$ cat src/rtl/hazard_scoreboard_if.sv
// Pipeline <-> hazard scoreboard bundle.
// master: pipeline side, drives ID/EX/MEM status and the memory stalls, and receives
//         the per-stage write enables, bubble and flush controls.
// slave:  hazard scoreboard side.
interface hazard_scoreboard_if #(
    parameter int unsigned REG_W = 5
);
    logic [REG_W-1:0] ID_rs1_i;
    logic [REG_W-1:0] ID_rs2_i;
    logic             ID_rs1_used_i;
    logic             ID_rs2_used_i;
    logic             EX_valid_i;
    logic             EX_mem_read_i;
    logic [REG_W-1:0] EX_rd_i;
    logic             EX_muldiv_i;
    logic             EX_br_taken_i;
    logic             MEM_valid_i;
    logic             MEM_mem_read_i;
    logic [REG_W-1:0] MEM_rd_i;
    logic             imem_stall_i;
    logic             dmem_stall_i;

    logic             HD_PC_write_o;
    logic             HD_IF_ID_write_o;
    logic             HD_ID_EX_write_o;
    logic             HD_EX_MEM_write_o;
    logic             HD_MEM_WB_write_o;
    logic             HD_controlmux_sel_o;
    logic             HD_ex_mem_bubble_o;
    logic             HD_IF_ID_flush_o;
    logic             HD_md_busy_o;

    modport master (
        output ID_rs1_i, ID_rs2_i, ID_rs1_used_i, ID_rs2_used_i,
               EX_valid_i, EX_mem_read_i, EX_rd_i, EX_muldiv_i, EX_br_taken_i,
               MEM_valid_i, MEM_mem_read_i, MEM_rd_i, imem_stall_i, dmem_stall_i,
        input  HD_PC_write_o, HD_IF_ID_write_o, HD_ID_EX_write_o, HD_EX_MEM_write_o,
               HD_MEM_WB_write_o, HD_controlmux_sel_o, HD_ex_mem_bubble_o,
               HD_IF_ID_flush_o, HD_md_busy_o
    );

    modport slave (
        input  ID_rs1_i, ID_rs2_i, ID_rs1_used_i, ID_rs2_used_i,
               EX_valid_i, EX_mem_read_i, EX_rd_i, EX_muldiv_i, EX_br_taken_i,
               MEM_valid_i, MEM_mem_read_i, MEM_rd_i, imem_stall_i, dmem_stall_i,
        output HD_PC_write_o, HD_IF_ID_write_o, HD_ID_EX_write_o, HD_EX_MEM_write_o,
               HD_MEM_WB_write_o, HD_controlmux_sel_o, HD_ex_mem_bubble_o,
               HD_IF_ID_flush_o, HD_md_busy_o
    );
endinterface

$ cat src/rtl/hazard_scoreboard.sv
// Hazard controller for the 5-stage rv32i pipeline: load-use detection, mul/div
// occupancy, memory-stall freeze and taken-branch flush, plus saturating per-cause
// stall counters.
// Ports:
//   clk, rst        clock, asynchronous active-low reset
//   hz              pipeline status in / stage write enables, bubble, flush out
//                   (combinational, same-cycle)
//   perf_clear_i    synchronous clear of all counters
//   cnt_*_o         load-use, memory stall, mul/div stall and flush counters
module hazard_scoreboard #(
    parameter int unsigned REG_W    = 5,
    parameter int unsigned LU_DEPTH = 1,
    parameter int unsigned MD_LAT   = 4,
    parameter int unsigned CNT_W    = 32
) (
    input  logic             clk,
    input  logic             rst,
    hazard_scoreboard_if.slave hz,
    input  logic             perf_clear_i,
    output logic [CNT_W-1:0] cnt_load_use_o,
    output logic [CNT_W-1:0] cnt_mem_stall_o,
    output logic [CNT_W-1:0] cnt_md_stall_o,
    output logic [CNT_W-1:0] cnt_flush_o
);
    localparam int unsigned MD_W = $clog2(MD_LAT) + 1;
    localparam logic [MD_W-1:0]  MD_IDLE  = '0;
    localparam logic [MD_W-1:0]  MD_LAST  = MD_W'(1);
    localparam logic [MD_W-1:0]  MD_START = MD_W'(MD_LAT - 1);
    localparam logic [CNT_W-1:0] CNT_MAX  = '1;

    logic [MD_W-1:0]  md_cnt_q, md_cnt_d;
    logic             md_stall;
    logic             mem_stall;
    logic             lu_ex, lu_mem, lu;
    logic             sel_mem, sel_md, sel_br, sel_lu;
    logic [CNT_W-1:0] cnt_lu_q, cnt_lu_d;
    logic [CNT_W-1:0] cnt_mem_q, cnt_mem_d;
    logic [CNT_W-1:0] cnt_md_q, cnt_md_d;
    logic [CNT_W-1:0] cnt_fl_q, cnt_fl_d;

    // A source in ID depends on a nonzero destination.
    function automatic logic hit(input logic [REG_W-1:0] rd,
                                 input logic [REG_W-1:0] rs1, input logic rs1_used,
                                 input logic [REG_W-1:0] rs2, input logic rs2_used);
        return (rd != '0) && (((rd == rs1) && rs1_used) || ((rd == rs2) && rs2_used));
    endfunction

    function automatic logic [CNT_W-1:0] sat_inc(input logic [CNT_W-1:0] c, input logic en);
        return (en && (c != CNT_MAX)) ? c + CNT_W'(1) : c;
    endfunction

    assign mem_stall = hz.imem_stall_i | hz.dmem_stall_i;
    assign lu_ex  = hz.EX_valid_i & hz.EX_mem_read_i &
                    hit(hz.EX_rd_i, hz.ID_rs1_i, hz.ID_rs1_used_i, hz.ID_rs2_i, hz.ID_rs2_used_i);
    // The MEM-stage load shadow only participates in the deeper configuration.
    assign lu_mem = (LU_DEPTH == 2) && hz.MEM_valid_i && hz.MEM_mem_read_i &&
                    hit(hz.MEM_rd_i, hz.ID_rs1_i, hz.ID_rs1_used_i, hz.ID_rs2_i, hz.ID_rs2_used_i);
    assign lu = lu_ex | lu_mem;

    // Mul/div occupancy: count down the remaining EX cycles; the last cycle releases EX
    // without re-triggering on the same op. Memory stalls freeze the count.
    always_comb begin
        md_cnt_d = md_cnt_q;
        md_stall = 1'b0;
        if (md_cnt_q == MD_IDLE) begin
            if (hz.EX_valid_i && hz.EX_muldiv_i && (MD_LAT > 1)) begin
                md_stall = 1'b1;
                md_cnt_d = MD_START;
            end
        end else begin
            md_stall = (md_cnt_q > MD_LAST);
            md_cnt_d = md_cnt_q - MD_LAST;
        end
        if (mem_stall) begin
            md_cnt_d = md_cnt_q;
        end
    end

    always_ff @(posedge clk or negedge rst) begin
        if (!rst) begin
            md_cnt_q <= MD_IDLE;
        end else begin
            md_cnt_q <= md_cnt_d;
        end
    end

    // Prioritised stage control; everything is held quiet while reset is asserted.
    always_comb begin
        hz.HD_PC_write_o       = 1'b1;
        hz.HD_IF_ID_write_o    = 1'b1;
        hz.HD_ID_EX_write_o    = 1'b1;
        hz.HD_EX_MEM_write_o   = 1'b1;
        hz.HD_MEM_WB_write_o   = 1'b1;
        hz.HD_controlmux_sel_o = 1'b1;
        hz.HD_ex_mem_bubble_o  = 1'b0;
        hz.HD_IF_ID_flush_o    = 1'b0;
        hz.HD_md_busy_o        = rst & md_stall;
        sel_mem = 1'b0;
        sel_md  = 1'b0;
        sel_br  = 1'b0;
        sel_lu  = 1'b0;
        if (!rst) begin
            hz.HD_PC_write_o     = 1'b0;
            hz.HD_IF_ID_write_o  = 1'b0;
            hz.HD_ID_EX_write_o  = 1'b0;
            hz.HD_EX_MEM_write_o = 1'b0;
            hz.HD_MEM_WB_write_o = 1'b0;
        end else if (mem_stall) begin
            sel_mem = 1'b1;
            hz.HD_PC_write_o     = 1'b0;
            hz.HD_IF_ID_write_o  = 1'b0;
            hz.HD_ID_EX_write_o  = 1'b0;
            hz.HD_EX_MEM_write_o = 1'b0;
            hz.HD_MEM_WB_write_o = 1'b0;
        end else if (md_stall) begin
            sel_md = 1'b1;
            hz.HD_PC_write_o      = 1'b0;
            hz.HD_IF_ID_write_o   = 1'b0;
            hz.HD_ID_EX_write_o   = 1'b0;
            hz.HD_ex_mem_bubble_o = 1'b1;
        end else if (hz.EX_br_taken_i) begin
            // Wrong-path ID instruction: flush it rather than stall on it.
            sel_br = 1'b1;
            hz.HD_IF_ID_flush_o    = 1'b1;
            hz.HD_controlmux_sel_o = 1'b0;
        end else if (lu) begin
            sel_lu = 1'b1;
            hz.HD_PC_write_o       = 1'b0;
            hz.HD_IF_ID_write_o    = 1'b0;
            hz.HD_controlmux_sel_o = 1'b0;
        end
    end

    // Counter next state: clear wins over increment.
    always_comb begin
        cnt_lu_d  = sat_inc(cnt_lu_q, sel_lu);
        cnt_mem_d = sat_inc(cnt_mem_q, sel_mem);
        cnt_md_d  = sat_inc(cnt_md_q, sel_md);
        cnt_fl_d  = sat_inc(cnt_fl_q, sel_br);
        if (perf_clear_i) begin
            cnt_lu_d  = '0;
            cnt_mem_d = '0;
            cnt_md_d  = '0;
            cnt_fl_d  = '0;
        end
    end

    always_ff @(posedge clk or negedge rst) begin
        if (!rst) begin
            cnt_lu_q  <= '0;
            cnt_mem_q <= '0;
            cnt_md_q  <= '0;
            cnt_fl_q  <= '0;
        end else begin
            cnt_lu_q  <= cnt_lu_d;
            cnt_mem_q <= cnt_mem_d;
            cnt_md_q  <= cnt_md_d;
            cnt_fl_q  <= cnt_fl_d;
        end
    end

    assign cnt_load_use_o  = cnt_lu_q;
    assign cnt_mem_stall_o = cnt_mem_q;
    assign cnt_md_stall_o  = cnt_md_q;
    assign cnt_flush_o     = cnt_fl_q;
endmodule

$ cat src/flat_wrapper.sv
// flat-port wrapper written by rule: the top's interface ports become plain ports
module hazard_scoreboard_flat 
#(
    parameter int unsigned REG_W    = 5,
    parameter int unsigned LU_DEPTH = 1,
    parameter int unsigned MD_LAT   = 4,
    parameter int unsigned CNT_W    = 32
)
  (clk, rst, perf_clear_i, cnt_load_use_o, cnt_mem_stall_o, cnt_md_stall_o, cnt_flush_o, hz_ID_rs1_i, hz_ID_rs2_i, hz_ID_rs1_used_i, hz_ID_rs2_used_i, hz_EX_valid_i, hz_EX_mem_read_i, hz_EX_rd_i, hz_EX_muldiv_i, hz_EX_br_taken_i, hz_MEM_valid_i, hz_MEM_mem_read_i, hz_MEM_rd_i, hz_imem_stall_i, hz_dmem_stall_i, hz_HD_PC_write_o, hz_HD_IF_ID_write_o, hz_HD_ID_EX_write_o, hz_HD_EX_MEM_write_o, hz_HD_MEM_WB_write_o, hz_HD_controlmux_sel_o, hz_HD_ex_mem_bubble_o, hz_HD_IF_ID_flush_o, hz_HD_md_busy_o);
  hazard_scoreboard_if #(.REG_W(REG_W)) hz_i ();
  input  logic clk;
  input  logic rst;
  input  logic perf_clear_i;
  output logic [CNT_W-1:0] cnt_load_use_o;
  output logic [CNT_W-1:0] cnt_mem_stall_o;
  output logic [CNT_W-1:0] cnt_md_stall_o;
  output logic [CNT_W-1:0] cnt_flush_o;
  input wire logic [$bits(hz_i.ID_rs1_i)-1:0] hz_ID_rs1_i;
  input wire logic [$bits(hz_i.ID_rs2_i)-1:0] hz_ID_rs2_i;
  input wire logic [$bits(hz_i.ID_rs1_used_i)-1:0] hz_ID_rs1_used_i;
  input wire logic [$bits(hz_i.ID_rs2_used_i)-1:0] hz_ID_rs2_used_i;
  input wire logic [$bits(hz_i.EX_valid_i)-1:0] hz_EX_valid_i;
  input wire logic [$bits(hz_i.EX_mem_read_i)-1:0] hz_EX_mem_read_i;
  input wire logic [$bits(hz_i.EX_rd_i)-1:0] hz_EX_rd_i;
  input wire logic [$bits(hz_i.EX_muldiv_i)-1:0] hz_EX_muldiv_i;
  input wire logic [$bits(hz_i.EX_br_taken_i)-1:0] hz_EX_br_taken_i;
  input wire logic [$bits(hz_i.MEM_valid_i)-1:0] hz_MEM_valid_i;
  input wire logic [$bits(hz_i.MEM_mem_read_i)-1:0] hz_MEM_mem_read_i;
  input wire logic [$bits(hz_i.MEM_rd_i)-1:0] hz_MEM_rd_i;
  input wire logic [$bits(hz_i.imem_stall_i)-1:0] hz_imem_stall_i;
  input wire logic [$bits(hz_i.dmem_stall_i)-1:0] hz_dmem_stall_i;
  output wire logic [$bits(hz_i.HD_PC_write_o)-1:0] hz_HD_PC_write_o;
  output wire logic [$bits(hz_i.HD_IF_ID_write_o)-1:0] hz_HD_IF_ID_write_o;
  output wire logic [$bits(hz_i.HD_ID_EX_write_o)-1:0] hz_HD_ID_EX_write_o;
  output wire logic [$bits(hz_i.HD_EX_MEM_write_o)-1:0] hz_HD_EX_MEM_write_o;
  output wire logic [$bits(hz_i.HD_MEM_WB_write_o)-1:0] hz_HD_MEM_WB_write_o;
  output wire logic [$bits(hz_i.HD_controlmux_sel_o)-1:0] hz_HD_controlmux_sel_o;
  output wire logic [$bits(hz_i.HD_ex_mem_bubble_o)-1:0] hz_HD_ex_mem_bubble_o;
  output wire logic [$bits(hz_i.HD_IF_ID_flush_o)-1:0] hz_HD_IF_ID_flush_o;
  output wire logic [$bits(hz_i.HD_md_busy_o)-1:0] hz_HD_md_busy_o;
  assign hz_i.ID_rs1_i = hz_ID_rs1_i;
  assign hz_i.ID_rs2_i = hz_ID_rs2_i;
  assign hz_i.ID_rs1_used_i = hz_ID_rs1_used_i;
  assign hz_i.ID_rs2_used_i = hz_ID_rs2_used_i;
  assign hz_i.EX_valid_i = hz_EX_valid_i;
  assign hz_i.EX_mem_read_i = hz_EX_mem_read_i;
  assign hz_i.EX_rd_i = hz_EX_rd_i;
  assign hz_i.EX_muldiv_i = hz_EX_muldiv_i;
  assign hz_i.EX_br_taken_i = hz_EX_br_taken_i;
  assign hz_i.MEM_valid_i = hz_MEM_valid_i;
  assign hz_i.MEM_mem_read_i = hz_MEM_mem_read_i;
  assign hz_i.MEM_rd_i = hz_MEM_rd_i;
  assign hz_i.imem_stall_i = hz_imem_stall_i;
  assign hz_i.dmem_stall_i = hz_dmem_stall_i;
  assign hz_HD_PC_write_o = hz_i.HD_PC_write_o;
  assign hz_HD_IF_ID_write_o = hz_i.HD_IF_ID_write_o;
  assign hz_HD_ID_EX_write_o = hz_i.HD_ID_EX_write_o;
  assign hz_HD_EX_MEM_write_o = hz_i.HD_EX_MEM_write_o;
  assign hz_HD_MEM_WB_write_o = hz_i.HD_MEM_WB_write_o;
  assign hz_HD_controlmux_sel_o = hz_i.HD_controlmux_sel_o;
  assign hz_HD_ex_mem_bubble_o = hz_i.HD_ex_mem_bubble_o;
  assign hz_HD_IF_ID_flush_o = hz_i.HD_IF_ID_flush_o;
  assign hz_HD_md_busy_o = hz_i.HD_md_busy_o;
  hazard_scoreboard #(.REG_W(REG_W), .LU_DEPTH(LU_DEPTH), .MD_LAT(MD_LAT), .CNT_W(CNT_W)) u_core (.clk(clk), .rst(rst), .hz(hz_i), .perf_clear_i(perf_clear_i), .cnt_load_use_o(cnt_load_use_o), .cnt_mem_stall_o(cnt_mem_stall_o), .cnt_md_stall_o(cnt_md_stall_o), .cnt_flush_o(cnt_flush_o));
endmodule
$ cat config.mk
export PLATFORM = sky130hd
export DESIGN_NAME = hazard_scoreboard_flat
export DESIGN_NICKNAME = d
export VERILOG_FILES = /design/src/rtl/hazard_scoreboard_if.sv /design/src/rtl/hazard_scoreboard.sv /design/src/flat_wrapper.sv
export SDC_FILE = /design/constraint.sdc
export NUM_CORES = 1
export LEC_CHECK = 0
export CAP_MARGIN = 15
export CORE_ASPECT_RATIO = 0.5
export CORE_MARGIN = 4
export CORE_UTILIZATION = 52
export CTS_BUF_LIST = sky130_fd_sc_hd__clkbuf_8
export DETAILED_ROUTE_END_ITERATION = 8
export PLACE_DENSITY = 0.83
export SETUP_SLACK_MARGIN = 0.4
export SKIP_LAST_GASP = 1
export SYNTH_ARGS = -nofsm -noshare
export SYNTH_HDL_FRONTEND = slang
export SYNTH_SLANG_ARGS = --single-unit
$ cat constraint.sdc
create_clock -name clk -period 3.86 [get_ports clk]
set_clock_uncertainty 0.15 [all_clocks]
set_input_delay 0.772 -clock clk [delete_from_list [all_inputs] [get_ports clk]]
set_output_delay 0.772 -clock clk [all_outputs]
set_load 0.1 [all_outputs]
; After elaboration in Yosys (flattened, before gate mapping)
; Index checks and enable logic that the tools add are counted.
[totals]
out_inout_bits = 137
in_bits = 33
regBits = 131
[classes]
n_bitwise = 5
eq_ne = 7
mux = 40
reduce_logical = 16
addsub = 5
magnitude_cmp = 1
[ops]
columns = cell, count
row1 = 32-bit 2-to-1 mux, 8
row2 = "32-bit by 1-bit adder with 32-bit output, second input constant", 4
row3 = "32-bit != test, second input constant", 4
row4 = 1-bit 2-to-1 mux, 30
row5 = 5-bit == test, 2
row6 = 1-bit logical AND, 8
row7 = 2-bit nonzero test, 4
row8 = 3-bit 2-to-1 mux, 2
row9 = 5-bit nonzero test, 1
row10 = 1-bit AND, 3
row11 = "3-bit by 1-bit greater-than comparator with 1-bit output, second input constant", 1
row12 = 3-bit logical NOT, 1
row13 = "3-bit by 1-bit subtractor with 3-bit output, second input constant", 1
row14 = "2-bit != test, second input constant", 1
row15 = 2-bit AND reduction, 1
row16 = 1-bit logical OR, 1
row17 = 1-bit NOT, 1
row18 = 1-bit bitwise OR, 1

; Depth between registers and ports, before layout
[logic_depth]
word_depth = 13
depth_mapped = 10
depth_no_buf = 9

; Worst setup path after synthesis
; OpenSTA, ideal clock, no wires.
[synth_path]
path_type = register -> output
startpoint = reg u_core.md_cnt_q[1]
endpoint = out hz_HD_PC_write_o
required_ps = 2938
stages_incl_launch_ff = 9
setup_slack_ps = -1889
n_path_buf = 1
t_arrival_ps = 4827
path_cell_list = dfrtp_1 > inv_1 > ha_1 > ha_1 > nor3_4 > nor2_1 > nor2_4 > a21boi_0 > buf_4
[synth_between]
elab_chain_cells = 5
word_cells_on_any_way = 6
cone_classes = 1 x order compare / 4 x mux / 1 x reduce/logical
[synth_rtl]
columns = item, line
row1 = "start, declared", hazard_scoreboard.sv:31  ; logic [MD_W-1:0] md_cnt_q, md_cnt_d;
row2 = "start signal, assigned", hazard_scoreboard.sv:83  ; md_cnt_q <= md_cnt_d;
row3 = 3-bit by 1-bit greater-than comparator with 1-bit output / 3-bit logical NOT (equally long branches), "hazard_scoreboard.sv:71, hazard_scoreboard.sv:65"
row4 = 1-bit 2-to-1 mux *, hazard_scoreboard.sv:65  ; if (md_cnt_q == MD_IDLE) begin
row5 = 1-bit 2-to-1 mux * (3 in series), n/a
row6 = "end, declared", flat_wrapper.sv:32  ; output wire logic [$bits(hz_i.HD_PC_write_o)-1:0] hz_HD_PC_write_o;
; Mark *: on every way between the ends. The rest lies on a longest branch, timed or not.

; Worst setup path in the final report
[layout_path]
startpoint = in hz_EX_rd_i[0]
endpoint = out hz_HD_controlmux_sel_o
[layout_between]
elab_chain_cells = 10
word_cells_on_any_way = 13
cone_classes = 2 x eq/ne / 5 x mux / 1 x bitwise / 5 x reduce/logical
[layout_rtl]
columns = item, line
row1 = "start, declared", flat_wrapper.sv:24  ; input wire logic [$bits(hz_i.EX_rd_i)-1:0] hz_EX_rd_i;
row2 = 5-bit == test, hazard_scoreboard.sv:45  ; return (rd != '0) && (((rd == rs1) && rs1_used) || ((rd == rs2) && rs2_used));
row3 = 1-bit logical AND, hazard_scoreboard.sv:45
row4 = 1-bit logical OR, hazard_scoreboard.sv:45
row5 = 1-bit logical AND *, hazard_scoreboard.sv:45
row6 = 1-bit AND *, hazard_scoreboard.sv:53  ; assign lu_ex = hz.EX_valid_i & hz.EX_mem_read_i &
row7 = 1-bit 2-to-1 mux *, hazard_scoreboard.sv:126  ; end else if (lu) begin
row8 = 1-bit 2-to-1 mux *, hazard_scoreboard.sv:121  ; end else if (hz.EX_br_taken_i) begin
row9 = 1-bit 2-to-1 mux *, hazard_scoreboard.sv:115  ; end else if (md_stall) begin
row10 = 1-bit 2-to-1 mux *, hazard_scoreboard.sv:108  ; end else if (mem_stall) begin
row11 = 1-bit 2-to-1 mux *, hazard_scoreboard.sv:102  ; if (!rst) begin
row12 = "end, declared", flat_wrapper.sv:37  ; output wire logic [$bits(hz_i.HD_controlmux_sel_o)-1:0] hz_HD_controlmux_sel_o;
; Marks and branches as above.

==> impl_results.md <==
- Outcome: completed
- Area grow syn2layout: 31.6%
- FF-to-FF setup slack: just under 1000 ps
- Tot GR Track Use: 0.238
- Total grt overflow: 0
- Mux cell area share after synthesis: 0.0153
- Cell family contributing the most delay on the critical path: buffers and inverters
- Post-DP HPWL: roughly 13000 um
- Mapped cell area: 0.00730 sq mm
- Sequential power share: 0.470
- FP Rows: 30
- Ant. Diodes: 0
- Slew headroom: 0.319
- CP Class: in -> out
- Dominant synthesized flop cell: dfrtp_1
- Post-synth EDFFs: 0
- Hold path depth: 1
- IO Count: 170
- Post-synthesis xor/xnor area fraction: 0.102
- Post-DP Area: 0.00917 sq mm
- Worst R2R Path Depth: 7
- GP Congestion: 0.879
- Drt first pass iters: 5
- Synth Area in Compound Gates: 0.0864
- CTS root buf: clkbuf_8
- Commonest non-fill, non-tap cells in the layout: clkdlybuf4s50_1 (149), dfrtp_1 (131), nor2_1 (108)
- Reg2reg start: u_core.cnt_load_use_o[0]$_DFFE_PN0P_
- Initial core utilization: 0.536
- Worst Hold Endpoint: u_core.md_cnt_q[0]$_DFFE_PN0P_
- RSZ-0062 raised after global routing: no
- Hold buffers post-CTS: 0
- Final count of pins violating max slew: 0
- Sw frac: 0.299
- Die X: 176 um
- Final setup vio count: 0
- Hold_sp: u_core.md_cnt_q[0]$_DFFE_PN0P_
- Largest net degree at the start of global routing: between 80 and 90
- Finished Cell Area: between 0.009 and 0.01 sq mm
- FFs w/ async S/R, synth: 1.00
- Largest stage delay on the critical path: approximately 550 ps
- Slowest CP cell: clkdlybuf4s50_1
- Max Freq: 291 MHz
- Clock buffer depth: 2
- Initial antenna violation count: 0
- RR Endpoint: u_core.cnt_load_use_o[7]$_DFFE_PN0P_
- Initial drt markers: 423
- Drt wl/cell: roughly 17 um
- Buf/Inv on CP: 2
- Reg clk slew, reported paths: about 80 ps
- Yosys reg bits: about 130
- Cell variety after synth: 54
- Min Tclk post-route: between 3000 and 4000 ps
- Htree depth: 4
- Clock power frac: 0.390
- Fin. Hold Viols: 0
- Internal: ~2100 uW
- Post-layout nets: 988
- Die H: approximately 90 um
- Via count: 6678
- Via/cell ratio: about 5.8
- CTS tree: yes
- VDD IR-drop max: ~0.21 mV
- First-pass GRT wire length: around 32000 um
- Commonest non-fill, non-tap cell in the layout: clkdlybuf4s50_1
- Worst Setup Start Kind: input port
- Sequential fraction of the synthesis area: 0.449
- Largest family of logic cells by synthesized area: simple AND/OR/NAND/NOR gates
- Fillers: 1068
- Mapped Nets: 829
- CP Cell Sequence: clkdlybuf4s50_1, xnor2_1, nand4_1, o22ai_2, nor3b_4, o21ai_1, buf_12
- Tcrit/Tclk final: 0.889
- Worst Path Arrival: 2510 ps
- Final wirelength: 19100 um
- Logic pwr share: 0.140
- Max Cap Violations: 0
- Vias in the first global route: 6450
- Setup TNS: 0 ps
- Leak Pwr: 0.00359 uW
- Post-Synth Adder-Cell Area: 0.0120
- Synth Area per Inst: just over 9 sq um
- Req. time, crit path: 2940 ps
- Core region area: about 0.014 sq mm
- Worst-Margin Slew: 1020 ps
- Die area: roughly 0.016 sq mm
- Post-Syn Instances: between 700 and 800
- Net Switching: 896 uW
- Sink Count: about 130
- Power Dens Cells: approximately 310 mW/mm^2
- Setup crit end kind: primary output
- # DRC: 0
- Peak fanout along the critical path: 3
- Clock insertion delay at the later pin of the skew report: approximately 430 ps
- Syn. warnings: 0
- Levels on crit path: 7
- Post-DRT Antenna Nets: 0
- Synth Area in Simple Gates: 0.303
- CTS Buf Count: 17
- Tightest Hold Check Type: reg -> reg
- Layout cell share with drive strength beyond 1: 0.101
- Buffers on Ports: ~160
==> flip-flops by register name, summed over array words and instances (netlist names) <==
register	flops
u_core.cnt_flush_o	32
u_core.cnt_load_use_o	32
u_core.cnt_md_stall_o	32
u_core.cnt_mem_stall_o	32
u_core.md_cnt_q	3
==> logic make-up after synthesis <==
logic type      after synthesis
compound gates              107
xor+xnor                     85
simple gates                398
fa+ha+maj                     7
flops                       131
buf+inv                      51
mux                          10
==> metrics by stage <==
step / util / setup WS, ps / hold slack [ps] / power [uW] / std cells
after floorplan: - / 77.2 / 290 / 1700 / 789
after global placement: 0.673 / 168 / 303 / 1830 / 1119
after detailed placement: 0.673 / 110 / 319 / 1850 / 1119
after CTS: 0.704 / 405 / 328 / 3020 / 1153
after global routing: 0.705 / 401 / 350 / 3120 / 1153
final: 0.705 / 427 / 324 / 3000 / 1153
==> worst max-delay path by stage <==
stage	start	end	slack, ps
after floorplan	hz_dmem_stall_i	hz_HD_PC_write_o	80
after global placement	hz_EX_rd_i[0]	hz_HD_controlmux_sel_o	170
after detailed placement	hz_EX_rd_i[0]	hz_HD_controlmux_sel_o	110
after CTS	hz_EX_rd_i[0]	hz_HD_IF_ID_write_o	400
after global routing	hz_EX_rd_i[0]	hz_HD_controlmux_sel_o	400
final	hz_EX_rd_i[0]	hz_HD_controlmux_sel_o	430
==> layout make-up <==
class / count / area, sq um / area share
repair buffers: 175 / 1790 / 0.186
well taps: 192 / 240 / 0.0250
multi-input cells: 607 / 3830 / 0.399
inverters: 16 / 72.6 / 0.00755
clock inverters: 15 / 159 / 0.0165
flip-flops and latches: 131 / 3280 / 0.341
clock buffers: 17 / 234 / 0.0243
==> timing repair <==
| item | 4_1_cts | 5_1_grt |
|---|---|---|
| gates cloned | 0 | 0 |
| resized for setup | 5 | 3 |
| buffers inserted | 2 | 0 |
| setup endpoints to repair | 3 | 3 |
| pin swaps | 1 | 2 |
==> power by group through the flow <==
stage | logic, uW | registers [uW] | clock network [uW]
after detailed placement | 406 | 1440 | 0
final | 420 | 1410 | 1170
after global routing | 449 | 1410 | 1260
after global placement | 392 | 1440 | 0
after floorplan | 238 | 1470 | 0
after CTS | 424 | 1410 | 1190
==> per-layer routing <==
layer	part of all wire	track usage	up-vias	wire length (um)
met4	0.0091	0.0584	0	173
met3	0.041	0.0432	18	782
met2	0.51	0.410	173	9720
met1	0.44	0.315	3343	8410
met5	0	0	-	0
li1	-	-	3144	-
==> cells in the mapped netlist, types with 3 or more instances <==
cell type,n,area [sq um]
dfrtp_1,131,3280
nor2_1,110,413
nand4_1,61,382
a21oi_1,48,240
nand2_1,48,180
o21ai_0,43,215
xor2_1,43,377
xnor2_1,42,368
or3_1,40,250
nand3_1,37,185
clkbuf_1,23,86.3
nor3_1,18,90.1
inv_1,15,56.3
and3_1,14,87.6
and4_1,13,114
mux2_2,9,101
ha_1,7,87.6
nor2b_1,7,43.8
nor4_1,7,43.8
and2_1,5,31.3
nor3_2,5,50.1
nor4b_1,5,43.8
or4_1,5,37.5
buf_2,4,20.0
buf_4,4,30.0
nor4_2,4,50.1
nor3b_1,3,22.5
nor4b_2,3,45.0
or3b_1,3,26.3
No activity file was read; power rests on OpenSTA's default activity.
